===== src/rtl/dram_mux_sequencer.sv =====
// -----------------------------------------------------------------------------
// dram_mux_sequencer
//
// Sequences the 74F257 row/column address multiplexers and the DRAM strobes
// for chip-RAM accesses. Arbitrates between a DMA and a CPU requester
// (round-robin when both ask at once) and inserts periodic CAS-before-RAS
// refresh. Every output is registered: the next-state logic also decodes
// the strobe values for the state being entered, so they change on the same
// edge as the state register.
//
// Ports
//   CLK, RESET          clock; synchronous active-high reset
//   dma_req/addr/we     DMA request (level), address, write enable
//   dma_ack             one-cycle pulse in the last CAS cycle of a DMA access
//   cpu_req/addr/we/ack same as dma_*, for the CPU port
//   row_addr, col_addr  upper / lower address halves to mux I0 / I1 inputs
//   mux_S               mux select: 0 = row (I0), 1 = column (I1)
//   mux_nOE             mux output enable, active low
//   nRAS, nCAS, nWE     DRAM strobes, active low
//   refresh_overrun     sticky: refresh came due while one was still pending
// -----------------------------------------------------------------------------
module dram_mux_sequencer #(
    parameter int ADDR_W         = 18,
    parameter int CAS_CYCLES     = 2,
    parameter int PRE_CYCLES     = 2,
    parameter int REFRESH_PERIOD = 128
) (
    input  logic                CLK,
    input  logic                RESET,
    input  logic                dma_req,
    input  logic [ADDR_W-1:0]   dma_addr,
    input  logic                dma_we,
    output logic                dma_ack,
    input  logic                cpu_req,
    input  logic [ADDR_W-1:0]   cpu_addr,
    input  logic                cpu_we,
    output logic                cpu_ack,
    output logic [ADDR_W/2-1:0] row_addr,
    output logic [ADDR_W/2-1:0] col_addr,
    output logic                mux_S,
    output logic                mux_nOE,
    output logic                nRAS,
    output logic                nCAS,
    output logic                nWE,
    output logic                refresh_overrun
);

    localparam int HALF_W = ADDR_W / 2;
    localparam int PH_MAX = (CAS_CYCLES > PRE_CYCLES) ? CAS_CYCLES : PRE_CYCLES;
    localparam int PH_W   = $clog2(PH_MAX + 1);
    localparam int RT_W   = $clog2(REFRESH_PERIOD);

    localparam logic [PH_W-1:0] CAS_LOAD  = PH_W'(CAS_CYCLES - 1);
    localparam logic [PH_W-1:0] PRE_LOAD  = PH_W'(PRE_CYCLES - 1);
    localparam logic [PH_W-1:0] REF_LOAD  = PH_W'(1);
    localparam logic [RT_W-1:0] RT_RELOAD = RT_W'(REFRESH_PERIOD - 1);

    typedef enum logic [2:0] {
        ST_IDLE, ST_ROW, ST_RAS, ST_SWITCH, ST_CAS, ST_PRE, ST_REF_CAS, ST_REF_RAS
    } state_t;

    typedef enum logic {
        PORT_CPU = 1'b0,
        PORT_DMA = 1'b1
    } port_t;

    state_t          state_q, state_d;
    logic [PH_W-1:0] ph_q, ph_d;        // cycles left in multi-cycle states
    port_t           port_q;            // port owning the current access
    port_t           last_q;            // port of the most recent grant
    logic            we_q;
    logic            pend_q;
    logic [RT_W-1:0] rtmr_q;

    logic            grant, grant_dma, enter_ref, expire;
    logic [ADDR_W-1:0] grant_addr;
    logic            mux_nOE_d, mux_S_d, nRAS_d, nCAS_d, nWE_d, dma_ack_d, cpu_ack_d;

    // A pending refresh always beats a waiting request.
    assign enter_ref  = (state_q == ST_IDLE) && pend_q;
    assign grant      = (state_q == ST_IDLE) && !pend_q && (dma_req || cpu_req);
    // DMA wins a tie unless it also won the previous grant.
    assign grant_dma  = dma_req && (!cpu_req || (last_q == PORT_CPU));
    assign grant_addr = grant_dma ? dma_addr : cpu_addr;
    assign expire     = (rtmr_q == '0);

    // NOTE: every signal written here gets a default first, so no path
    // through the case statement can leave one unassigned and infer a latch.
    always_comb begin
        state_d = state_q;
        ph_d    = ph_q;

        unique case (state_q)
            ST_IDLE: begin
                if (enter_ref)  state_d = ST_REF_CAS;
                else if (grant) state_d = ST_ROW;
            end
            ST_ROW:    state_d = ST_RAS;
            ST_RAS:    state_d = ST_SWITCH;
            ST_SWITCH: begin
                state_d = ST_CAS;
                ph_d    = CAS_LOAD;
            end
            ST_CAS: begin
                if (ph_q == '0) begin
                    state_d = ST_PRE;
                    ph_d    = PRE_LOAD;
                end else begin
                    ph_d = ph_q - PH_W'(1);
                end
            end
            ST_PRE: begin
                if (ph_q == '0) state_d = ST_IDLE;
                else            ph_d    = ph_q - PH_W'(1);
            end
            ST_REF_CAS: begin
                state_d = ST_REF_RAS;
                ph_d    = REF_LOAD;
            end
            ST_REF_RAS: begin
                if (ph_q == '0) begin
                    state_d = ST_PRE;
                    ph_d    = PRE_LOAD;
                end else begin
                    ph_d = ph_q - PH_W'(1);
                end
            end
            default: state_d = ST_IDLE;
        endcase

        // Strobe values for the state being entered; registered below.
        mux_nOE_d = !(state_d inside {ST_ROW, ST_RAS, ST_SWITCH, ST_CAS});
        mux_S_d   =   state_d inside {ST_SWITCH, ST_CAS};
        nRAS_d    = !(state_d inside {ST_RAS, ST_SWITCH, ST_CAS, ST_REF_RAS});
        nCAS_d    = !(state_d inside {ST_CAS, ST_REF_CAS, ST_REF_RAS});
        nWE_d     = !((state_d == ST_CAS) && we_q);
        dma_ack_d = (state_d == ST_CAS) && (ph_d == '0) && (port_q == PORT_DMA);
        cpu_ack_d = (state_d == ST_CAS) && (ph_d == '0) && (port_q == PORT_CPU);
    end

    // NOTE: sequential state uses non-blocking assignments so every register
    // samples pre-edge values, independent of statement order.
    always_ff @(posedge CLK) begin
        if (RESET) begin
            state_q         <= ST_IDLE;
            ph_q            <= '0;
            port_q          <= PORT_CPU;
            last_q          <= PORT_CPU;
            we_q            <= 1'b0;
            pend_q          <= 1'b0;
            rtmr_q          <= RT_RELOAD;
            refresh_overrun <= 1'b0;
            row_addr        <= '0;
            col_addr        <= '0;
            mux_nOE         <= 1'b1;
            mux_S           <= 1'b0;
            nRAS            <= 1'b1;
            nCAS            <= 1'b1;
            nWE             <= 1'b1;
            dma_ack         <= 1'b0;
            cpu_ack         <= 1'b0;
        end else begin
            state_q <= state_d;
            ph_q    <= ph_d;

            if (grant) begin
                row_addr <= grant_addr[ADDR_W-1:HALF_W];
                col_addr <= grant_addr[HALF_W-1:0];
                we_q     <= grant_dma ? dma_we : cpu_we;
                port_q   <= grant_dma ? PORT_DMA : PORT_CPU;
                last_q   <= grant_dma ? PORT_DMA : PORT_CPU;
            end

            // A new expiry outranks the clear from entering refresh, so a
            // refresh due on that same edge is not lost.
            if (expire) begin
                rtmr_q <= RT_RELOAD;
                pend_q <= 1'b1;
                if (pend_q) refresh_overrun <= 1'b1;
            end else begin
                rtmr_q <= rtmr_q - RT_W'(1);
                if (enter_ref) pend_q <= 1'b0;
            end

            mux_nOE <= mux_nOE_d;
            mux_S   <= mux_S_d;
            nRAS    <= nRAS_d;
            nCAS    <= nCAS_d;
            nWE     <= nWE_d;
            dma_ack <= dma_ack_d;
            cpu_ack <= cpu_ack_d;
        end
    end

endmodule


===== config.mk =====
export PLATFORM = sky130hd
export DESIGN_NAME = dram_mux_sequencer
export DESIGN_NICKNAME = d
export VERILOG_FILES = /design/src/rtl/dram_mux_sequencer.sv
export SDC_FILE = /design/constraint.sdc
export NUM_CORES = 1
export LEC_CHECK = 0
export ABC_AREA = 1
export CAP_MARGIN = 25
export CORE_MARGIN = 2
export CORE_UTILIZATION = 46
export CTS_CLUSTER_DIAMETER = 40
export DETAILED_ROUTE_END_ITERATION = 10
export GPL_ROUTABILITY_DRIVEN = 0
export PLACE_DENSITY = 0.84
export SLEW_MARGIN = 20
export SYNTH_ARGS = -nofsm -noshare
export SYNTH_HDL_FRONTEND = slang
export SYNTH_SLANG_ARGS = --single-unit

===== constraint.sdc =====
create_clock -name CLK -period 2 [get_ports CLK]
set_input_delay 0.3 -clock CLK [delete_from_list [all_inputs] [get_ports CLK]]
set_output_delay 0.3 -clock CLK [all_outputs]
set_load 0.005 [all_outputs]

# ---- After elaboration in Yosys (flattened, before gate mapping)
# Index checks and enable logic that the tools add are counted.
dict set report totals {
  input_bits 42
  word_cells 74
  ff_bits 41
}
dict set report op_classes {
  n_eq_ne 13
  n_bitwise 1
  n_reduce_logical 29
  mux 13
  addsub 2
}
# operator count
set op_table {}
lappend op_table {{$eq A3 B3 Y1 const B} 7}
lappend op_table {{$pmux W3 S7} 1}
lappend op_table {{$mux W18} 1}
lappend op_table {{$eq A3 B2 Y1 const B} 4}
lappend op_table {{$mux W3} 4}
lappend op_table {{$logic_and A1 B1 Y1} 8}
lappend op_table {{$reduce_bool A4 Y1} 2}
lappend op_table {{$logic_not A7 Y1} 1}
lappend op_table {{$sub A7 B1 Y7 const B} 1}
lappend op_table {{$eq A3 B1 Y1 const B} 2}
lappend op_table {{$logic_not A1 Y1} 6}
lappend op_table {{$pmux W2 S3} 1}
lappend op_table {{$reduce_or A2 Y1} 3}
lappend op_table {{$logic_not A2 Y1} 2}
lappend op_table {{$mux W1} 4}
lappend op_table {{$mux W2} 2}
lappend op_table {{$reduce_bool A2 Y1} 2}
lappend op_table {{$logic_not A3 Y1} 1}
lappend op_table {{$reduce_bool A3 Y1} 1}
lappend op_table {{$logic_or A1 B1 Y1} 2}
lappend op_table {{$reduce_and A2 Y1} 1}
lappend op_table {{$sub A2 B1 Y2 const B} 1}
lappend op_table {{$not A1 Y1} 1}

# ---- Logic depth before layout (Yosys ltp)
# Gate-level depths: netlist (run 1).
dict set report depth {
  ltp_word 9
  mapped_depth 10
  depth_no_buf 10
}

# ---- Least setup slack after synthesis (run 1)
# Ideal clock, no wire load.
dict set report synth_timing {
  kind {input to register}
  startpoint {input cpu_req}
  endpoint {register mux_nOE}
  path_buffers 0
  path_slack_ns 0.819
  setup_ns 0.122
  arrival_time_ns 1.059
  stages 6
  cell_sequence {nor2_1 o21ai_0 nand2_1 nand3_1 nand3_1 nand2_1}
}
dict set report synth_between {
  elab_chain_len 8
  word_cells_on_any_way 11
}
# element line
set synth_rtl {}
lappend synth_rtl {{start: declaration} 34} ;# input logic cpu_req,
lappend synth_rtl {{$logic_or A1 B1 Y1 (*)} 81} ;# assign grant = (state_q == ST_IDLE) && !pend_q && (dma_req || cpu_req);
lappend synth_rtl {{$logic_and A1 B1 Y1 (*)} 81}
lappend synth_rtl {{$mux W3 (*)} 96} ;# else if (grant) state_d = ST_ROW;
lappend synth_rtl {{$mux W3 (*)} 95} ;# if (enter_ref) state_d = ST_REF_CAS;
lappend synth_rtl {{$pmux W3 S7 (*)} 93} ;# unique case (state_q)
lappend synth_rtl {{$eq A3 B1 Y1 (tied with other cells)} 132} ;# mux_nOE_d = !(state_d inside {ST_ROW, ST_RAS, ST_SWITCH, ST_CAS});
lappend synth_rtl {{$reduce_bool A4 Y1 (*)} 132}
lappend synth_rtl {{$logic_not A1 Y1 (*)} 132}
lappend synth_rtl {{end signal: assignment} 185} ;# mux_nOE <= mux_nOE_d;
lappend synth_rtl {{end: declaration} 41} ;# output logic mux_nOE,
# Every way passes the cells marked *; elsewhere a longest branch is shown, timed or not.
# A chain may end at the register's enable or synchronous reset.

# ---- Worst setup path after layout (run 1)
dict set report layout_timing {
  startpoint {register col_addr[1]}
  endpoint {output col_addr[1]}
}
# element line
set layout_rtl {}
lappend layout_rtl {{start: declaration} 39} ;# output logic [ADDR_W/2-1:0] col_addr,
lappend layout_rtl {{start signal: assignment} 168} ;# col_addr <= grant_addr[HALF_W-1:0];
# No word-level cell between the ends.

==> results.yml, run 1 <==
worst_setup_path:
  slowest_stage: "clkdlybuf4s50_1"
  crit_required_ps: 1700
  r2r-end: "cpu_ack$_SDFF_PP0_"
  max_stage_delay_ps: 510
  path_depth: 1
  path_cells: "clkdlybuf4s50_1"
  worstSetupEndpointType: "primary output"
  critPathTopFamily: "buffers and inverters"
  critical_path_arrival_ps: 1140
  r2r-start: "state_q[1]$_SDFF_PP0_"
  path_buf_inv: 1
  worstSetupStartpointType: "register"
  critical_path_class: "register to primary output"
  r2r_cells: 8
  path_max_fanout: 2
  reg2reg_slack_ps: 590
logic_synthesis:
  synth_seq_area_share: 0.467
  synth_warnings: 0
  ys_seq_elements: 41
  avgSynthCellArea_sq_um: 7.74
  yosysTopAreaCell: "dfxtp_1"
  yosysUniqueCellTypes: 28
  synthTopCellsByArea: "dfxtp_1, nand2_1, a31oi_1"
  netlist_area_sq_um: 1760
  mappedNetlistNets: 271
  synth_top_area_frac: 0.467
  synth_cells: 227
drt:
  via_per_inst: 4.95
  drt_iter0_markers: 62
  drcViolationCount: 0
  totalWireLength_microns: 3840
  wl_per_cell_microns: 11.2
  via_count: 1699
  firstDrtPassIters: 4
  ant_nets: 0
cts:
  htree_levels: 2
  cts.sinks: 41
  path_clk_slew_ps: 70
  postCtsSetupBuffers: 0
  cts_tree: "yes"
  numCtsBuffers: 5
  cts_hold_buffers: 0
  clk_path_buf_depth: 2
  postCtsResizedCells: 0
  cts_root_buffer: "clkbuf_8"
  clock_latency_ps: 290
cells_and_area:
  final_layout_size_suffix_gt1_frac: 0.0814
  finalNonFillerCells: 343
  final_nets: 340
  fin_area_sq_um: 2560
  most-common-layout-cells: "nand2_1, clkdlybuf4s50_1, dfxtp_1, a31oi_1, nor2_1"
  fill_cells: 304
  seq_area_sq_um: 821
  multiInputGateArea_sq_um: 831
  diodes: 0
  syn2layout_area_growth_pct: 45.5
  layout_commonest_cell: "nand2_1"
pwr:
  ir_drop_v: 0.000722
  power.density_nw_per_um2: 1110
  power_w: 0.00283
  p_leak_nw: 1.02
run_status:
  status: "finished clean"
hold_path:
  min_from: "rtmr_q[0]$_SDFF_PP1_"
  min_to: "rtmr_q[0]$_SDFF_PP1_"
  hp-class: "register to register"
  hold_path_depth: 1
timing:
  tightest_slew_ps: 428
  slew_violations: 0
  grt_setup_unrepaired: "false"
  skew_ps: 4.66
  setup_viol: 0
  timing.fmax_mhz: 694
  fin_tns_setup_ps: 0
  hold_violations: 0
  timing.final.crit_share: 0.720
  finalCriticalPeriod_ps: 1440
  fin_hold_ws_ps: 392
  slew_headroom: 0.714
place:
  io_buffers: 67
  dp.cells: 337
  hpwl_microns: 2810
  place_area_sq_um: 2480
floorplan:
  initial_core_util: 0.480
  num_rows: 22
  core_sq_um: 3660
  ios: 68
  die_area_sq_um: 4330
  die_x_microns: 65.8
  dieHeight_microns: 65.8
global_route:
  grt_max_degree: 41
  grt_pass1_vias: 1602
  antenna_found_initial: 0
  grt_overflow: 0
  grt_first_pass_wirelength_microns: 6570
  grt_use_total: 0.196
run:
  max-cap-violations: 0
[per-stage QoR]
step                      setup WS (ps)  utilization
final                               559        0.699
after global routing                401        0.699
after CTS                           539        0.699
after detailed placement            265        0.678
after global placement              302        0.678
after floorplan                     819            -
[final cells by class]
| class | count | share of cell area |
|---|---|---|
| multi-input combinational | 163 | 0.325 |
| sequential | 41 | 0.321 |
| timing repair buffer | 72 | 0.282 |
| clock inverter | 1 | 0.00196 |
| tap | 48 | 0.0235 |
| inverter | 13 | 0.0201 |
| clock buffer | 5 | 0.0269 |
[cell families (layout without fill, tap and decap cells)]
kind of cell	count (synthesis)	in the layout	share of synthesized area
simple gates	106	106	0.273
compound gates	50	50	0.160
flops	41	41	0.467
buf+inv	23	91	0.0605
xor+xnor	5	5	0.0249
fa+ha+maj	2	2	0.0142
[metal layers]
| metal | up-vias | wire length (microns) | GRT usage |
|---|---|---|---|
| li1 | 890 | - | - |
| met1 | 746 | 1610 | 0.207 |
| met2 | 53 | 1860 | 0.343 |
| met3 | 10 | 271 | 0.0596 |
| met4 | 0 | 90 | 0.112 |
| met5 | - | 0 | 0 |
[state kept, by name (all words and copies together), names as in the netlist]
signal,flops
col_addr,9
dma_ack,1
mux_nOE,1
row_addr,9
rtmr_q,7
mux_S,1
ph_q,2
nWE,1
last_q,1
state_q,3
nCAS,1
refresh_overrun,1
cpu_ack,1
we_q,1
pend_q,1
nRAS,1
[worst max path at each step]
stage,slack (ps),startpoint,endpoint
after detailed placement,260,cpu_req,mux_nOE$_SDFF_PP1_
final,560,col_addr[1]$_SDFFE_PP0P_,col_addr[1]
after CTS,540,col_addr[1]$_SDFFE_PP0P_,col_addr[1]
after global routing,400,cpu_req,mux_nOE$_SDFF_PP1_
after global placement,300,cpu_req,mux_nOE$_SDFF_PP1_
after floorplan,820,cpu_req,mux_nOE$_SDFF_PP1_
[synthesized netlist by cell type, drive strengths merged]
| library cell | instances |
|---|---|
| nor3 | 1 |
| nand3 | 12 |
| o21ai | 24 |
| dfxtp | 41 |
| nor2 | 19 |
| inv | 12 |
| or2 | 2 |
| nor3b | 1 |
| xor2 | 3 |
| ha | 2 |
| clkbuf | 6 |
| a211oi | 1 |
| a21oi | 6 |
| nand2 | 70 |
| buf | 4 |
| a31oi | 19 |
| clkinv | 1 |
| xnor2 | 2 |
| or3 | 1 |
[report_power, final]
group / total [W] / internal, W / leakage (nW) / switching, W
clock network: 0.000483 / 0.000229 / 0.0399 / 0.000254
registers: 0.00114 / 0.00102 / 0.338 / 0.000115
logic: 0.00121 / 0.000614 / 0.643 / 0.000592
No activity file was read; power rests on OpenSTA's default activity.
==> inputs of run 2 (changes only) <==
--- a/config.mk
+++ b/config.mk
@@ -8,11 +8,11 @@
 export ABC_AREA = 1
 export CAP_MARGIN = 25
 export CORE_MARGIN = 2
-export CORE_UTILIZATION = 46
+export CORE_UTILIZATION = 43
 export CTS_CLUSTER_DIAMETER = 40
 export DETAILED_ROUTE_END_ITERATION = 10
 export GPL_ROUTABILITY_DRIVEN = 0
-export PLACE_DENSITY = 0.84
+export PLACE_DENSITY = 0.79
 export SLEW_MARGIN = 20
 export SYNTH_ARGS = -nofsm -noshare
 export SYNTH_HDL_FRONTEND = slang
==> constraint.sdc (replaced) <==
create_clock -name CLK -period 1.43 [get_ports CLK]
set_input_delay 0.2145 -clock CLK [delete_from_list [all_inputs] [get_ports CLK]]
set_output_delay 0.2145 -clock CLK [all_outputs]
set_load 0.005 [all_outputs]
==> run 2 against run 1 <==
Sequential share of layout area decreased by 1.4 points. First-iteration DRC count grew 19%. Total power rose by 49%. Worst hold slack better by 12 ps. Global-route usage increased by 0.20 points. Final area rose by 5.0%. Via count increased by 5.1%. Largest cell class unchanged.
==> results.yml, run 2 (synthesized netlist as in run 1, its figures left out) <==
global_route:
  use_met3: 0.0609
  grt_overflow: 0
  grt_first_pass_wirelength_microns: 6860
  grt_use_met1: 0.215
  antenna_found_initial: 0
  grt_use_total: 0.198
  grt_max_degree: 26
  grt_pass1_vias: 1628
  use_met2: 0.345
  grt_busiest_layer: "met2"
worst_setup_path:
  path_max_fanout: 2
  r2r-start: "state_q[0]$_SDFF_PP0_"
  slowest_stage: "clkdlybuf4s50_1"
  crit_required_ps: 1220
  path_buf_inv: 1
  path_cells: "clkdlybuf4s50_1"
  worstSetupEndpointType: "primary output"
  critical_path_arrival_ps: 1150
  cp-startpoint: "row_addr[5]$_SDFFE_PP0P_"
  worstSetupStartpointType: "register"
  critical_path_class: "register to primary output"
  critPathTopFamily: "buffers and inverters"
  max_stage_delay_ps: 530
drt:
  firstDrtPassIters: 4
  drt_iter0_markers: 74
  drcViolationCount: 0
  wl_per_cell_microns: 12.0
  via_count: 1785
  via_per_inst: 4.96
  totalWireLength_microns: 4310
  ant_nets: 0
timing:
  fin_hold_ws_ps: 405
  grt_setup_unrepaired: "false"
  slew_headroom: 0.796
  skew_ps: 9.07
  timing.fmax_mhz: 731
  slew_violations: 0
  setup_viol: 0
  finalCriticalPeriod_ps: 1370
  timing.final.crit_share: 0.957
  hold_violations: 0
  setup_slack_ps: 62.1
  tightest_slew_ps: 302
run:
  max-cap-violations: 0
floorplan:
  ios: 68
  initial_core_util: 0.443
  dieHeight_microns: 67.9
  num_rows: 23
  die_x_microns: 67.9
  die_area_sq_um: 4620
  core_sq_um: 3970
cts:
  path_clk_slew_ps: 80
  cts_tree: "yes"
  clk_path_buf_depth: 2
  cts_root_buffer: "clkbuf_8"
  cts.sinks: 41
  numCtsBuffers: 5
  htree_levels: 2
  clock_latency_ps: 300
cells_and_area:
  final_nets: 353
  seq_area_sq_um: 823
  final_layout_size_suffix_gt1_frac: 0.132
  multiInputGateArea_sq_um: 833
  diodes: 0
  reg_top3: "col_addr: 9 flops, row_addr: 9 flops, rtmr_q: 7 flops"
  fill_cells: 336
  layout_commonest_cell: "nand2_1"
  syn2layout_area_growth_pct: 52.8
  most-common-layout-cells: "nand2_1, clkdlybuf4s50_1, dfxtp_1, a31oi_1, buf_4"
hold_path:
  hp-class: "register to register"
  min_from: "rtmr_q[0]$_SDFF_PP1_"
pwr:
  power.density_nw_per_um2: 1570
  power_w: 0.00423
  ir_drop_v: 0.000737
  p_leak_nw: 1.09
run_status:
  status: "finished clean"
place:
  hpwl_microns: 3330
  io_buffers: 67
  dp_slack_ps: -266
run 2: cell types whose count changed in the layout (fill, tap and decap cells not counted), sizes merged:
| cell | delta |
|---|---|
| buf | +13 |
| clkinv | +1 |
| clkbuf | +1 |
run 2: layout make-up:
type                       count  area share
tap                           50      0.0233
clock inverter                 2     0.00373
inverter                      13      0.0200
sequential                    41       0.306
timing repair buffer          85       0.309
multi-input combinational    163       0.310
clock buffer                   6      0.0270
run 2: path summary, 6_finish.rpt:
kind                                    to  slack, ps  cells past startpoint
hold reg to reg       rtmr_q[0]$_SDFF_PP1_        400                      1
setup / recovery               row_addr[5]         60                      1
setup reg to reg  col_addr[7]$_SDFFE_PP0P_         80                      8
hold / removal        rtmr_q[0]$_SDFF_PP1_        400                      1
run 2: routing by layer:
layer / routed length, microns / vias to the layer above / part of all wire
li1: - / 917 / -
met1: 1800 / 813 / 0.42
met2: 2180 / 45 / 0.50
met3: 220 / 10 / 0.051
met4: 107 / 0 / 0.025
met5: 0 / - / 0
run 2: timing repair:
action,4_1_cts,5_1_grt
resized for setup,0,4
setup endpoints to repair,0,15
hold buffers,0,0
buffers inserted,0,1
run 2: report_power, final:
group,internal (W),leakage (nW),switching (W)
Sequential,0.00144,0.338,0.000159
Clock,0.000339,0.0450,0.000401
Combinational,0.00101,0.712,0.000887
run 2: stage by stage:
step / utilization / std cells / cell area [sq um] / setup TNS [ps]
3_5_place_dp: 0.652 / 351 / 2590 / -4150
3_3_place_gp: 0.652 / 351 / 2590 / -3020
4_1_cts: 0.673 / 359 / 2670 / 0
5_1_grt: 0.676 / 360 / 2690 / 0
6_report: 0.676 / 360 / 2690 / 0
2_1_floorplan: - / 227 / 1760 / 0
==> inputs of run 3 (changes only) <==
--- a/config.mk
+++ b/config.mk
@@ -13,6 +13,7 @@
 export DETAILED_ROUTE_END_ITERATION = 10
 export GPL_ROUTABILITY_DRIVEN = 0
 export PLACE_DENSITY = 0.79
+export SETUP_SLACK_MARGIN = 0.1
 export SLEW_MARGIN = 20
 export SYNTH_ARGS = -nofsm -noshare
 export SYNTH_HDL_FRONTEND = slang
==> run 3 against run 2 <==
Combinational power up 12%. Non-clock buffer count up 8. Final area up 5.5%. Sequential power about the same. Die area unchanged. Sequential cell count unchanged. Via count up 3.9%. Worst setup slack better by 41 ps. Final cell count up 2.5%. Worst hold slack worse by 6.1 ps. Core utilization up 3.7 points. Largest cell class is now non-clock buffers.
==> results.yml, run 3 (synthesized netlist as in run 1, its figures left out) <==
floorplan:
  initial_core_util: 0.443
  num_rows: 23
  ios: 68
  dieHeight_microns: 67.9
  die_x_microns: 67.9
  die_area_sq_um: 4620
  core_sq_um: 3970
timing:
  finalCriticalPeriod_ps: 1330
  setup_viol: 0
  timing.fmax_mhz: 754
  skew_ps: 8.15
  hold_violations: 0
  grt_setup_unrepaired: "true"
  slew_headroom: 0.843
  tightest_slew_ps: 236
  fin_tns_setup_ps: 0
  setup_slack_ps: 103
  slew_violations: 0
  timing.final.crit_share: 0.928
cells_and_area:
  layout_commonest_cell: "nand2_1"
  diodes: 0
  utilization: 0.714
  final_layout_size_suffix_gt1_frac: 0.213
  syn2layout_area_growth_pct: 61.3
  most-common-layout-cells: "nand2_1, clkdlybuf4s50_1, dfxtp_1, dlygate4sd2_1"
  reg_top3: "col_addr: 9 flops, row_addr: 9 flops, rtmr_q: 7 flops"
  final_nets: 362
  fill_cells: 316
worst_setup_path:
  critical_path_arrival_ps: 1540
  critical_path_class: "register to register"
  r2r-start: "state_q[0]$_SDFF_PP0_"
  worstSetupEndpointType: "register"
  path_depth: 8
  crit_required_ps: 1650
  cp-startpoint: "state_q[0]$_SDFF_PP0_"
  path_cells: "inv_6 > nand3_4 > inv_4 > nand2_8 > nor2_8 > buf_12 > o21ai_1 > a31oi_1"
  r2r_cells: 8
  worstSetupStartpointType: "register"
  path_buf_inv: 3
  slowest_stage: "dfxtp_4"
  path_max_fanout: 13
  reg2reg_slack_ps: 100
  critPathTopFamily: "flip-flops"
  endpoint: "col_addr[7]$_SDFFE_PP0P_"
  r2r-end: "col_addr[7]$_SDFFE_PP0P_"
  max_stage_delay_ps: 370
drt:
  drcViolationCount: 0
  highest_layer: "met4"
  firstDrtPassIters: 4
  ant_nets: 0
  via_per_inst: 5.02
  wl_per_cell_microns: 13.6
  via_count: 1854
  m1WireLength_microns: 2000
  wl_met2_microns: 2640
  drt_iter0_markers: 129
  dr_wl_met3_microns: 242
  totalWireLength_microns: 5010
pwr:
  power_frac_seq: 0.363
  power.density_nw_per_um2: 1590
  pwr-share-comb: 0.472
  ir_drop_v: 0.000715
  internal_power_w: 0.00286
  p_leak_nw: 1.27
  swShare: 0.364
  switching_power_w: 0.00164
  clkPwrFrac: 0.165
global_route:
  grt_overflow: 0
  grt_use_total: 0.216
  antenna_found_initial: 0
  grt_max_degree: 20
  grt_first_pass_wirelength_microns: 7400
  grt_pass1_vias: 1718
cts:
  numCtsBuffers: 5
  htree_levels: 2
  cts_tree: "yes"
  cts_hold_buffers: 0
  clk_path_buf_depth: 2
  cts.sinks: 41
  cts_root_buffer: "clkbuf_8"
  path_clk_slew_ps: 80
  clock_latency_ps: 300
place:
  io_buffers: 67
  dp_slack_ps: -266
  hpwl_microns: 3330
hold_path:
  hp-class: "register to register"
run_status:
  status: "finished clean"
run:
  max-cap-violations: 0
run 3: worst min path at each step:
stage	startpoint	endpoint	slack, ps	cells after the start
global placement	rtmr_q[0]$_SDFF_PP1_	rtmr_q[0]$_SDFF_PP1_	380	1
finish	rtmr_q[0]$_SDFF_PP1_	rtmr_q[0]$_SDFF_PP1_	400	1
CTS	rtmr_q[0]$_SDFF_PP1_	rtmr_q[0]$_SDFF_PP1_	400	1
global route	rtmr_q[0]$_SDFF_PP1_	rtmr_q[0]$_SDFF_PP1_	420	1
detailed placement	rtmr_q[0]$_SDFF_PP1_	rtmr_q[0]$_SDFF_PP1_	380	1
floorplan	rtmr_q[0]$_SDFF_PP1_	rtmr_q[0]$_SDFF_PP1_	370	1
run 3: per-stage QoR:
stage	hold WS (ps)	power, W	std cells	instance area, sq um
floorplan	366	0.00258	227	1760
global placement	375	0.00343	351	2590
detailed placement	380	0.00348	351	2590
CTS	398	0.00440	366	2770
global route	418	0.00476	369	2840
finish	399	0.00450	369	2840
run 3: worst register-to-register path, delay by kind of cell, from the launching register on:
kind            cells  cell delay (ps)
buf+inv             3              320
flops               1              370
compound gates      2              220
simple gates        3              330
run 3: repair_timing:
action	in CTS	in global routing
pin swaps	3	8
endpoints found under the setup margin	39	33
buffers inserted	5	4
gates resized for setup	39	25
cloned	2	0
run 3: layer usage:
metal | global-route usage | up-vias
li1 | - | 934
met1 | 0.236 | 860
met2 | 0.387 | 50
met3 | 0.0609 | 10
met4 | 0.0975 | 0
met5 | 0 | -
run 3: layout make-up:
type	count	area, sq um	share of cell area
multi-input cells	164	891	0.314
well taps	50	62.6	0.0221
repair buffers	93	901	0.318
inverters	13	61.3	0.0216
clock buffers	6	72.6	0.0256
flip-flops and latches	41	837	0.295
clock inverters	2	10.0	0.00353
run 3: power by group through the flow:
stage	combinational, W	sequential, W	clock (W)
3_5_place_dp	0.00187	0.00161	0
4_1_cts	0.00205	0.00160	0.000747
6_report	0.00212	0.00163	0.000744
3_3_place_gp	0.00183	0.00160	0
2_1_floorplan	0.000953	0.00163	0
5_1_grt	0.00230	0.00166	0.000797
